==> src/rtl/xnor_match_pipe.sv <==
// rtl/xnor_match_pipe.sv - 2-stage NOR-built XNOR/XOR match unit with popcount and all-ones flag
// Optional running accumulator of accepted popcounts: define XNOR_MATCH_ACC_EN.
module xnor_match_pipe #(
  parameter int WIDTH = 8,
  parameter int ACC_W = 16
) (
  input  logic                            clk,
  input  logic                            rst,
  input  logic                            in_valid,
  output logic                            in_ready,
  input  logic [WIDTH-1:0]                a,
  input  logic [WIDTH-1:0]                b,
  input  logic                            mode,
  output logic                            out_valid,
  input  logic                            out_ready,
  output logic [WIDTH-1:0]                out_vec,
  output logic [$clog2(WIDTH+1)-1:0]      out_cnt,
  output logic                            out_all
`ifdef XNOR_MATCH_ACC_EN
  ,
  input  logic                            acc_clr,
  output logic [ACC_W-1:0]                acc
`endif
);

  localparam int CNT_W = $clog2(WIDTH+1);

  // An accumulator narrower than the popcount cannot hold a single beat.
  if (ACC_W < CNT_W) begin : g_acc_w_below_cnt_w
  end

  logic             s1_v;
  logic             s2_v;
  logic [WIDTH-1:0] r;
  logic [WIDTH-1:0] bit_res;
  logic [CNT_W-1:0] pop;
  logic             s1_adv;
  logic             s2_adv;
  logic             in_fire;

  // Per-bit XNOR/XOR from four/five NOR gates, same topology as the legacy cell.
  for (genvar i = 0; i < WIDTH; i++) begin : g_bit
    logic n1, n2, n3, xn, xo;
    assign n1 = ~(a[i] | b[i]);
    assign n2 = ~(a[i] | n1);
    assign n3 = ~(b[i] | n1);
    assign xn = ~(n2 | n3);
    assign xo = ~(xn | xn);
    assign bit_res[i] = mode ? xo : xn;
  end

  assign s2_adv    = !s2_v || out_ready;
  assign s1_adv    = !s1_v || s2_adv;
  assign in_ready  = !rst && s1_adv;
  assign in_fire   = in_valid && in_ready;
  assign out_valid = s2_v;

  // Popcount of the stage-1 result, registered into stage 2.
  always_comb begin
    pop = '0;
    for (int i = 0; i < WIDTH; i++) begin
      pop = pop + CNT_W'(r[i]);
    end
  end

  // Stage 1: capture the bitwise result of an accepted beat; hold while blocked.
  always_ff @(posedge clk or posedge rst) begin
    if (rst) begin
      s1_v <= 1'b0;
      r    <= '0;
    end else if (s1_adv) begin
      s1_v <= in_fire;
      if (in_fire) begin
        r <= bit_res;
      end
    end
  end

  // Stage 2: output registers; held stable while out_valid and not out_ready.
  always_ff @(posedge clk or posedge rst) begin
    if (rst) begin
      s2_v    <= 1'b0;
      out_vec <= '0;
      out_cnt <= '0;
      out_all <= 1'b0;
    end else if (s2_adv) begin
      s2_v <= s1_v;
      if (s1_v) begin
        out_vec <= r;
        out_cnt <= pop;
        out_all <= &r;
      end
    end
  end

`ifdef XNOR_MATCH_ACC_EN
  logic [ACC_W:0] acc_sum;

  assign acc_sum = {1'b0, acc} + (ACC_W+1)'(out_cnt);

  // Saturating sum of popcounts on each output handshake; clear wins over the old value.
  always_ff @(posedge clk or posedge rst) begin
    if (rst) begin
      acc <= '0;
    end else if (out_valid && out_ready) begin
      if (acc_clr) begin
        acc <= ACC_W'(out_cnt);
      end else if (acc_sum[ACC_W]) begin
        acc <= '1;
      end else begin
        acc <= acc_sum[ACC_W-1:0];
      end
    end else if (acc_clr) begin
      acc <= '0;
    end
  end
`endif

endmodule

==> config.mk <==
export PLATFORM = sky130hd
export DESIGN_NAME = xnor_match_pipe
export DESIGN_NICKNAME = d
export VERILOG_FILES = /design/src/rtl/xnor_match_pipe.sv
export SDC_FILE = /design/constraint.sdc
export NUM_CORES = 1
export LEC_CHECK = 0
export BUFFER_PORTS_ARGS = -buffer_cell sky130_fd_sc_hd__buf_2
export CORE_MARGIN = 8
export CORE_UTILIZATION = 46
export DETAILED_ROUTE_END_ITERATION = 10
export PLACE_DENSITY = 0.83
export SYNTH_ARGS = -nofsm -noshare
export SYNTH_HDL_FRONTEND = slang
export SYNTH_SLANG_ARGS = --single-unit
==> constraint.sdc <==
create_clock -name clk -period 2.7 [get_ports clk]
set_input_delay 0.54 -clock clk [delete_from_list [all_inputs] [get_ports clk]]
set_output_delay 0.54 -clock clk [all_outputs]
set_load 0.005 [all_outputs]
==> reports/qor.yml <==
outcome: "finished with violations"
chipWidth_microns: 68.0
crit_required_ps: 2910
ys_warn_count: 0
cts-htree-levels: 1
violations: "negative setup slack"
syn_area_per_cell_sq_um: 12.8
drtPass1Iterations: 2
io_buffers: 35
detail-route-antenna-nets: 0
clkLatencyLatePin_ps: 320
crit_path_frequent_cell: "inv_2"
start_util: 0.467
crit_chain: "inv_2 > fa_1 > fa_1 > fa_2 > inv_2 > ha_4 > inv_2 > fa_2 > xnor2_1 > mux2_2"
synthSimpleGateAreaFrac: 0.0634
wl_mm: 2.51
finalCriticalPeriod_ps: 2980
dp.cells: 166
hold_violations: 0
dieArea_sq_um: 4620
critPathKind: "reg -> reg"
p_leak_nw: 0.782
grt_pass1_wl_mm: 4.08
drtIter0Drc: 28
rows: 19
finalSetupViolations: 3
grt.overflow.total: 0
path_clk_slew_ps: 140
io_pins: 36
hold_path.class: "in -> async"
ys_types: 22
combPwrFrac: 0.549
power.share.clock: 0.107
p_int_mw: 0.988
peakVddDrop_mv: 0.553
crit_path_start_kind: "flop"
antenna_found_initial: 0
nNetsFinal: 174
synth_top_family_by_area: "multiplexers"
synth_compound_gate_area_share: 0.0131
slew_headroom: 0.649
synthCells: 97
fin_crit_sh: 1.10
synth-seq-cells: 23
cts.sinks: 23
die_h_microns: 68.0
grt_pass1_vias: 978
power_density_nw_per_um2: 989
report.final.slew_viol_count: 0
final_cells: 175
mostFrequentLayoutCell: "buf_2"
switching_share: 0.365
routed_via_density: 4.86
drive_above_1_share: 0.563
final_cell_mix: "buf_2, dfrtp_1, mux2_2"
fillers: 233
slowest_delay_ps: 520
muxShareOfSynthArea: 0.180
endpoint_kind: "flop"
core_sq_um: 2660
cpMaxStageDelayCell: "fa_1"
place_hpwl_mm: 1.98
syn_nets: 126
wl_per_cell_microns: 14.3
power.total_mw: 1.56
tritoncts: "done"
max_freq_ghz: 0.335
critical_path_arrival_ps: 3190
synth_fa_ha_area_frac: 0.105
rsz0062_at_grt: "yes"
clockBufferDepth: 2
ys_seq_area_frac: 0.463
yosys.area_share.xor_xnor: 0.120
setup_ws_ps: -283
grtUsageTotal: 0.116
finalWeightedCongestion: 0.826
finalSetupTns_ps: -605
cp_max_fo: 2
via_count: 851
syn-cell-area_sq_um: 1240
cts-root-buf: "clkbuf_4"
area_delta_synth_final_pct: 26.6
seq_power_share: 0.344
drc: 0
grt_max_degree: 15
worst_pin_slew_ps: 526
antennaDiodeCount: 0
switchingPower_mw: 0.567
maxCapViolCount: 0
worst_clock_skew_ps: 12.1
numCtsBuffers: 3
## power by group through the flow
stage	logic (mW)	clock network (mW)	registers [mW]
after floorplan	0.440	0	0.542
after global placement	0.648	0	0.533
after detailed placement	0.706	0	0.540
after CTS	0.800	0.171	0.534
after global routing	0.975	0.181	0.552
final	0.853	0.166	0.536
## worst paths after layout
path / start / to / slack (ps) / depth (start not counted)
worst max-delay path: r[3]$_DFFE_PP0P_ / out_cnt[2]$_DFFE_PP0P_ / -280 / 10
worst min-delay path: rst / out_valid$_DFFE_PP0P_ / 220 / 2
worst max register to register: r[3]$_DFFE_PP0P_ / out_cnt[2]$_DFFE_PP0P_ / -280 / 10
worst min register to register: out_vec[6]$_DFFE_PP0P_ / out_vec[6]$_DFFE_PP0P_ / 510 / 1
max in group asynchronous: rst / r[5]$_DFFE_PP0P_ / 1900 / 3
min in group clk: b[0] / r[0]$_DFFE_PP0P_ / 490 / 3
## routing by layer
layer  global-route usage  wire length, microns
met1                0.117                  1060
met3               0.0213                   108
met4               0.0460                    12
met2                0.227                  1320
met5                    0                     0
## what timing repair did
action                                  4_1_cts  5_1_grt
pin swaps                                     4        1
setup buffers                                 2        3
hold endpoints to repair                      0        0
resized for setup                             8        1
hold buffers                                  0        0
endpoints found under the setup margin        3        3
## metrics by stage
stage                     hold WS (ps)  cell area, sq um  utilization  worst slack [ps]
after floorplan                    498              1240            -              -185
after global placement             486              1480        0.556              -170
after detailed placement           487              1480        0.556              -312
after CTS                          240              1540        0.580              -265
after global routing               255              1570        0.591              -365
final                              224              1570        0.591              -283
## layout make-up
class / instances / area, sq um / area share
Multi-Input combinational cell: 58 / 626 / 0.398
Sequential cell: 23 / 576 / 0.366
Timing Repair Buffer: 45 / 250 / 0.159
Inverter: 14 / 52.6 / 0.0334
Tap cell: 31 / 38.8 / 0.0247
Clock buffer: 3 / 22.5 / 0.0143
Clock inverter: 1 / 7.51 / 0.00477
## synthesized netlist by cell type (all sizes together)
| library cell | number | area share |
|---|---|---|
| fa | 4 | 0.064 |
| xnor2 | 10 | 0.070 |
| mux2 | 19 | 0.17 |
| inv | 14 | 0.042 |
| mux2i | 1 | 0.0081 |
| xor2 | 7 | 0.049 |
| nand3b | 1 | 0.0091 |
| nand2b | 2 | 0.012 |
| ha | 4 | 0.040 |
| nor2b | 1 | 0.0050 |
| nand2 | 2 | 0.0081 |
| dfrtp | 23 | 0.46 |
| nand3 | 1 | 0.014 |
| nand4 | 1 | 0.0050 |
| nor4 | 1 | 0.0050 |
| buf | 2 | 0.013 |
| a31oi | 1 | 0.0050 |
| and2 | 1 | 0.0050 |
| a21oi | 2 | 0.0081 |
## cells by family (layout without fill, tap and decap cells)
logic type,after synthesis,count (layout)
flops,23,23
mux,20,20
xor+xnor,17,17
buf+inv,16,63
simple gates,10,10
fa+ha+maj,8,8
compound gates,3,3
## sequential cells by signal, indices dropped and copies added (netlist names)
name / count
out_valid: 1
out_cnt: 4
out_vec: 8
r: 8
s1_v: 1
out_all: 1
## critical path, delay by kind of cell, from the launching register on
kind | cells | cell delay [ps]
buf+inv | 3 | 160
flops | 1 | 400
mux | 1 | 260
fa+ha+maj | 5 | 1920
xor+xnor | 1 | 130
Power figures use the tool's default switching activity.
